$ cat src/rtl/serial_cfg_rx.sv
// serial_cfg_rx: receiver for the GPIO bit-serial config protocol (sync, LSB-first shift, word commit).
// Define SERIAL_CFG_RX_SDO_EN to add the sdo daisy-chain readback output.
module serial_cfg_rx #(
  parameter int                WIDTH       = 32,
  parameter int                SYNC_STAGES = 2,
  parameter logic [WIDTH-1:0]  RESET_VALUE = '0,
  localparam int               CW          = $clog2(WIDTH+1)
) (
  input  logic             clk,
  input  logic             rst,
  input  logic             sdata,
  input  logic             sclk,
  input  logic             sel,
  output logic [WIDTH-1:0] data_out,
  output logic             update,
  output logic [CW-1:0]    bit_cnt,
  output logic             busy
`ifdef SERIAL_CFG_RX_SDO_EN
  ,
  output logic             sdo
`endif
);

  typedef enum logic {IDLE, SHIFT} state_t;

  logic [SYNC_STAGES-1:0] sdata_sync_q, sdata_sync_d;
  logic [SYNC_STAGES-1:0] sclk_sync_q, sclk_sync_d;
  logic                   sclk_prev_q, sclk_prev_d;
  logic [WIDTH-1:0]       shreg_q, shreg_d;
  logic [WIDTH-1:0]       data_out_q, data_out_d;
  logic [WIDTH-1:0]       shifted;
  logic [CW-1:0]          bit_cnt_q, bit_cnt_d;
  logic                   update_q, update_d;
  state_t                 state_q, state_d;
  logic                   sdata_s, sclk_rise, accept, last;
`ifdef SERIAL_CFG_RX_SDO_EN
  logic                   sdo_q, sdo_d;
  logic                   reload_q, reload_d;
`endif

  // Both lines share the same chain depth so sdata stays aligned with sclk.
  assign sdata_s   = sdata_sync_q[SYNC_STAGES-1];
  assign sclk_rise = sclk_sync_q[SYNC_STAGES-1] & ~sclk_prev_q;
  assign accept    = sclk_rise & sel;
  assign last      = (bit_cnt_q == CW'(WIDTH-1));

  always_comb begin
    shifted              = shreg_q >> 1;
    shifted[WIDTH-1]     = sdata_s;

    sdata_sync_d = {sdata_sync_q[SYNC_STAGES-2:0], sdata};
    sclk_sync_d  = {sclk_sync_q[SYNC_STAGES-2:0], sclk};
    sclk_prev_d  = sclk_sync_q[SYNC_STAGES-1];
    shreg_d      = shreg_q;
    data_out_d   = data_out_q;
    bit_cnt_d    = bit_cnt_q;
    update_d     = 1'b0;
    state_d      = state_q;
`ifdef SERIAL_CFG_RX_SDO_EN
    sdo_d        = sdo_q;
    reload_d     = 1'b0;
    // Next word shifts out the word just committed.
    if (reload_q) shreg_d = data_out_q;
`endif

    if (accept) begin
      shreg_d = shifted;
`ifdef SERIAL_CFG_RX_SDO_EN
      sdo_d   = shreg_q[0];
`endif
      if (last) begin
        data_out_d = shifted;
        update_d   = 1'b1;
        bit_cnt_d  = '0;
        state_d    = IDLE;
`ifdef SERIAL_CFG_RX_SDO_EN
        reload_d   = 1'b1;
`endif
      end else begin
        bit_cnt_d  = bit_cnt_q + 1'b1;
        state_d    = SHIFT;
      end
    end else if (!sel) begin
      // Deselect mid-word discards the partial word; also wins over a coincident edge.
      bit_cnt_d = '0;
      state_d   = IDLE;
    end
  end

  always_ff @(posedge clk or negedge rst) begin
    if (!rst) begin
      sdata_sync_q <= '0;
      sclk_sync_q  <= '0;
      sclk_prev_q  <= 1'b0;
      shreg_q      <= '0;
      data_out_q   <= RESET_VALUE;
      bit_cnt_q    <= '0;
      update_q     <= 1'b0;
      state_q      <= IDLE;
`ifdef SERIAL_CFG_RX_SDO_EN
      sdo_q        <= 1'b0;
      reload_q     <= 1'b0;
`endif
    end else begin
      sdata_sync_q <= sdata_sync_d;
      sclk_sync_q  <= sclk_sync_d;
      sclk_prev_q  <= sclk_prev_d;
      shreg_q      <= shreg_d;
      data_out_q   <= data_out_d;
      bit_cnt_q    <= bit_cnt_d;
      update_q     <= update_d;
      state_q      <= state_d;
`ifdef SERIAL_CFG_RX_SDO_EN
      sdo_q        <= sdo_d;
      reload_q     <= reload_d;
`endif
    end
  end

  assign data_out = data_out_q;
  assign update   = update_q;
  assign bit_cnt  = bit_cnt_q;
  assign busy     = (state_q == SHIFT);
`ifdef SERIAL_CFG_RX_SDO_EN
  assign sdo      = sdo_q;
`endif

endmodule

$ cat config.mk
export PLATFORM = sky130hd
export DESIGN_NAME = serial_cfg_rx
export DESIGN_NICKNAME = d
export VERILOG_FILES = /design/src/rtl/serial_cfg_rx.sv
export SDC_FILE = /design/constraint.sdc
export NUM_CORES = 1
export LEC_CHECK = 0
export ABC_AREA = 1
export CAP_MARGIN = 0
export CORE_MARGIN = 1
export CORE_UTILIZATION = 35
export CTS_BUF_LIST = sky130_fd_sc_hd__clkbuf_4
export CTS_CLUSTER_SIZE = 16
export DETAILED_ROUTE_END_ITERATION = 7
export GPL_TIMING_DRIVEN = 0
export RECOVER_POWER = 50
export SYNTH_ARGS = -nofsm -noshare
export SYNTH_HDL_FRONTEND = slang
export SYNTH_SLANG_ARGS = --single-unit
$ cat constraint.sdc
create_clock -name clk -period 1.75 [get_ports clk]
set_input_delay 0.2625 -clock clk [delete_from_list [all_inputs] [get_ports clk]]
set_output_delay 0.2625 -clock clk [all_outputs]
set_load 0.005 [all_outputs]
==> qor.csv, run 1 <==
metric,value,unit
largest net degree at the start of global routing,50,
GRT Residual Overflow,0,
Setup crit start kind,flop,
worst hold path class,reg -> reg,
Clock Power Share,37.8,%
main combinational cell family by area after synthesis,simple AND/OR/NAND/NOR gates,
kind of critical path,reg -> out,
Non-Filler Instances,458,
critical path startpoint,bit_cnt[2]$_DFFE_PN0P_,
worst slew pin tran,0.673,ns
clock root buffer,clkbuf_4,
vias in the first global route,2039,
worst hold path startpoint,sclk_sync_q[0]$_DFF_PN0_,
postcts setup bufs,0,
GRT Util Overall,14.3,%
Util after Layout,45.7,%
DRC errors left,0,
worst path cell trace,clkdlybuf4s50_1,
die area,9160,um^2
Max-cap violations,0,
nets@finish,354,
routability cong.,0.743,
status,"complete, no violations",
# rows,33,
cell total after placement,441,
core area,8340,um^2
layout cell share with drive strength beyond 1,24.9,%
number of buffers created by CTS,9,
Pint,2450,uW
first-pass GRT wire length,9.84,mm
Peak Freq,611,MHz
synthesized area per cell,10.6,um^2
crit share post-route,93.5,%
Post-Syn Area,3070,um^2
post-route ant nets,0,
Worst-path clk slew,0.11,ns
Combinational Power Share,5.0,%
VDD IR-drop max,0.000335,V
final setup violation count,0,
Leakage,0.00169,uW
via/cell ratio,4.50,
"Seq/Total Area, Yosys",61.9,%
antenna cells,0,
Switching Share,23.7,%
slew margin rel.,55.1,%
initial core utilization,36.9,%
Pwr Density,843,nW/um^2
syn_nets,297,
endpoint class of the critical path,primary output,
Sequential Power Share,57.2,%
Final HPWL DP,3.79,mm
"Slew Viols, Final",0,
Adder-Cell Fraction of Synth Area,0.407,%
XOR/XNOR Fraction of Synth Area,0.285,%
CTS tree,done,
DIE HEIGHT,95.7,um
Cells after Synth,291,
Top delay family on crit path,buffers and inverters,
Yosys warning count,0,
# IOs,45,
drt pass-1 iters,4,
synth unique cells,18,
PortBufs,44,
most frequent cells in the layout,"76 x dfrtp_1, 58 x nand2_1, 41 x clkdlybuf4s50_1, 37 x inv_1, 35 x o21ai_0",
"slowest stage delay, CP",0.53,ns
Worst R2R Start,sclk_sync_q[1]$_DFF_PN0_,
clk_lat worst skew,0.41,ns
Final Critical Period,1.64,ns
antenna violations before repair,0,
CTS Buffer Depth,2,
Area Growth Syn to Fin,24.1,%
switching pwr,762,uW
Die W,95.7,um
unrepaired setup endpoints after global routing,false,
via count,2060,
#FFs+latches synth,76,
clk sinks,76,
"commonest non-fill, non-tap cell in the layout",dfrtp_1,
WL/cell,12.3,um
Worst Skew,0.0169,ns
WP buf/inv,1,
Post-Route WL,5.62,mm
H-tree levels,3,
complex-gate fraction of the synthesized area,14.8,%
Worst path slowest cell,clkdlybuf4s50_1,
"critical path fanouts, max",6,
Worst EP required,1.49,ns
Worst Path Arrival,1.37,ns
TNS Setup,0,ns
post-synthesis simple-gate area fraction,14.9,%
First DRT Iteration DRCs,61,
Final Hold Fails,0,
mux contribution to synthesized area,0,%
[registers in the layout, indices dropped and copies added, names as in the netlist]
name          count
sdata_sync_q      2
sclk_prev_q       1
bit_cnt           6
update            1
shreg_q          31
busy              1
data_out         32
sclk_sync_q       2
[cell usage after synthesis, drive strengths merged]
| master | n | area, um^2 |
|---|---|---|
| buf | 10 | 87.6 |
| clkbuf | 3 | 11.3 |
| dfrtp | 76 | 1900 |
| ha | 1 | 12.5 |
| inv | 37 | 139 |
| nand2 | 87 | 404 |
| nand3 | 5 | 30.0 |
| nor2 | 3 | 18.8 |
| o21ai | 66 | 447 |
| o21bai | 1 | 7.51 |
| or2 | 1 | 6.26 |
| xnor2 | 1 | 8.76 |
[per-stage QoR]
stage	setup WS (ns)	cell area [um^2]	hold WS, ns	power [uW]
2_1_floorplan	0.452	3070	-0.0331	1960
3_3_place_gp	-2.24	3650	0.337	2030
3_5_place_dp	0.0803	3670	0.215	2050
4_1_cts	0.0564	3840	0.255	3280
5_1_grt	0.00426	3810	0.387	3380
6_report	0.114	3810	0.361	3220
[area by class of cell]
cell class | count | area (um^2)
plain buffers | 13 | 96.3
clock buffers | 10 | 75.1
clock inverters | 6 | 88.8
fillers | 831 | 4530
inverters | 37 | 139
multi-input cells | 165 | 930
flip-flops and latches | 76 | 1900
well taps | 105 | 131
repair buffers | 46 | 453
[cell families (layout without fill, tap and decap cells)]
kind of cell,after synthesis,count (layout)
AOI/OAI and AO/OA,67,67
xor gates and xnor gates,1,1
adders and majority gates,1,1
buffers and inverters,50,112
DFF,76,76
and+or+nand+nor,96,96
[worst paths after layout]
check                                            to  slack, ns  depth (start not counted)
setup / recovery                         bit_cnt[2]       0.11                          1
hold / removal             sclk_sync_q[1]$_DFF_PN0_       0.36                          0
setup reg to reg            shreg_q[11]$_DFFE_PN0P_       0.25                          5
hold reg to reg            sclk_sync_q[1]$_DFF_PN0_       0.36                          0
max in group asynchronous    bit_cnt[3]$_DFFE_PN0P_       0.27                          3
min in group asynchronous   shreg_q[27]$_DFFE_PN0P_       0.41                          2
[what timing repair did]
item,in CTS,in global routing
hold endpoints to repair,27,0
gates resized for setup,0,0
hold buffers,1,0
setup endpoints to repair,0,0
[layer usage]
metal,share of wire [%],vias to the layer above,track usage (%)
met2,45,33,21.3
met3,3.2,10,2.61
met1,50,985,19.9
met5,0,-,0
met4,2.2,0,7.46
li1,-,1032,-
[power by group through the flow]
stage | clock [uW] | sequential [uW] | combinational (uW)
floorplan | 0 | 1870 | 87.4
CTS | 1260 | 1840 | 176
global placement | 0 | 1870 | 161
global route | 1340 | 1850 | 192
detailed placement | 0 | 1870 | 174
finish | 1220 | 1840 | 160
No activity file was read; power rests on OpenSTA's default activity.
==> run 2: changes to the inputs <==
Settings changed: DONT_BUFFER_PORTS from default to 1.
==> qor.csv, run 2 (synthesis results as in run 1) <==
metric,value,unit,change
status,finished with violations,,
failing checks,negative hold slack,,
clk_lat worst skew,0.40,ns,about the same
Setup crit start kind,flop,,
worst path cell trace,ha_1 > nand3_2 > nor2_4 > nand2_4 > buf_6 > nand2_1 > nand2_1,,
critical path startpoint,bit_cnt[0]$_DFFE_PN0P_,,
routability cong.,0.748,,+0.66%
antenna violations before repair,0,,unchanged
DIE HEIGHT,95.7,um,unchanged
Worst-path clk slew,0.12,ns,about the same
H-tree levels,3,,unchanged
Die W,95.7,um,unchanged
met2 usage,20.8,%,-0.54 points
# IOs,45,,unchanged
unrepaired setup endpoints after global routing,false,,
Final Critical Period,1.50,ns,-0.132 ns
met3 Track Usage GR,4.11,%,+1.5 points
TNS Setup,0,ns,unchanged
initial core utilization,36.9,%,unchanged
"Slew Viols, Final",0,,unchanged
worst slew pin tran,0.398,ns,-0.275 ns
First DRT Iteration DRCs,88,,+44%
busiest metal layer after global routing,met2,,
clock root buffer,clkbuf_4,,
Leakage,0.00153,uW,-9.1%
via/cell ratio,4.55,,+1.2%
reg2reg setup slack,0.25,ns,about the same
clk sinks,76,,unchanged
number of buffers created by CTS,9,,unchanged
post-route ant nets,0,,unchanged
Worst path slowest cell,dfrtp_1,,
antenna cells,0,,unchanged
worst hold path class,in -> async,,
PostCTS Resize Cnt,0,,unchanged
kind of critical path,reg -> reg,,
WP buf/inv,1,,unchanged
Pwr Density,893,nW/um^2,+5.9%
endpoint class of the critical path,flop,,
Final HPWL DP,3.57,mm,-5.6%
# rows,33,,unchanged
core area,8340,um^2,unchanged
Worst Skew,0.0156,ns,-0.00130 ns
"slowest stage delay, CP",0.45,ns,-0.08 ns
VDD IR-drop max,0.000352,V,+5.0%
grt met1 use,18.6,%,-1.3 points
Worst R2R Start,bit_cnt[0]$_DFFE_PN0P_,,
nets@finish,310,,-12%
Worst EP required,2.05,ns,+0.56 ns
Min Hold Slack,-0.463,ns,-0.823 ns
DRC errors left,0,,unchanged
crit share post-route,85.9,%,-7.6 points
crit path capture,data_out[0]$_DFFE_PN0P_,,
layout cell share with drive strength beyond 1,28.5,%,+3.5 points
GRT Residual Overflow,0,,unchanged
slew margin rel.,73.5,%,+18 points
largest net degree at the start of global routing,77,,+54%
via count,1885,,-8.5%
die area,9160,um^2,unchanged
WL/cell,13.5,um,+10%
max reg flops,32,,unchanged
Max-cap violations,0,,unchanged
first-pass GRT wire length,9.56,mm,-2.9%
crit-path most repeated cell,nand2_1,,
Area Growth Syn to Fin,9.32,%,
Top delay family on crit path,simple AND/OR/NAND/NOR gates,,
CTS tree,done,,
final setup violation count,0,,unchanged
"commonest non-fill, non-tap cell in the layout",dfrtp_1,,
vias in the first global route,1955,,-4.1%
PortBufs,0,,-100%
cells on worst reg2reg path,7,,+2
Stages on worst setup path,7,,+6
Worst Path Arrival,1.80,ns,+0.43 ns
Post-Route WL,5.60,mm,-0.48%
Peak Freq,665,MHz,+8.8%
"Hold-fix buffers, CTS",2,,+1
most frequent cells in the layout,"76 x dfrtp_1, 58 x nand2_1, 37 x inv_1, 35 x o21ai_0, 31 x o21ai_2",,
Reg-to-Reg End,data_out[0]$_DFFE_PN0P_,,
"critical path fanouts, max",10,,+4
drt pass-1 iters,4,,unchanged
Final Hold Fails,76,,+76
GRT Util Overall,14.1,%,-0.22 points
CTS Buffer Depth,2,,unchanged
## run 2: power breakdown
part	switching [uW]	total, uW	internal, uW
logic	77.5	113	35.4
registers	30.2	1840	1810
clock network	584	1050	462
## run 2: repair_timing
action,CTS,global route
endpoints found under the hold margin,78,76
endpoints found under the setup margin,0,0
setup buffers,0,0
## run 2: layout make-up
type,instances,area (um^2)
fillers,849,4980
well taps,105,131
repair buffers,2,20.0
clock buffers,11,82.6
plain buffers,13,98.8
flip-flops and latches,76,1900
inverters,37,139
clock inverters,5,52.6
multi-input cells,165,935
## run 2: layer usage
| layer | up-vias | part of all wire [%] |
|---|---|---|
| met1 | 890 | 48 |
| li1 | 939 | - |
| met4 | 0 | 2.3 |
| met2 | 44 | 44 |
| met3 | 12 | 5.5 |
| met5 | - | 0 |
## run 2: metrics by stage
step / area, um^2 / util, % / std cells / worst slack (ns) / power, uW
4_1_cts: 3360 / 40.3 / 414 / 0.229 / 3070
5_1_grt: 3360 / 40.3 / 414 / 0.143 / 3160
2_1_floorplan: 3070 / - / 291 / 0.452 / 1960
3_5_place_dp: 3210 / 38.4 / 396 / 0.275 / 1990
6_report: 3360 / 40.3 / 414 / 0.246 / 3000
3_3_place_gp: 3210 / 38.4 / 396 / 0.283 / 1980
## run 2: worst min path at each step
stage	endpoint	slack, ns	cells past startpoint
floorplan	bit_cnt[0]$_DFFE_PN0P_	-0.03	0
detailed placement	shreg_q[6]$_DFFE_PN0P_	-0.03	0
global placement	data_out[6]$_DFFE_PN0P_	-0.03	0
CTS	shreg_q[9]$_DFFE_PN0P_	-0.50	0
global route	data_out[6]$_DFFE_PN0P_	-0.51	0
finish	sclk_sync_q[0]$_DFF_PN0_	-0.46	0
==> run 3: changes to the inputs <==
Settings changed: CTS_CLUSTER_SIZE 16 to default.
==> results of run 3 <==
The final DEF is identical to that of run 2; final timing and power are the same.
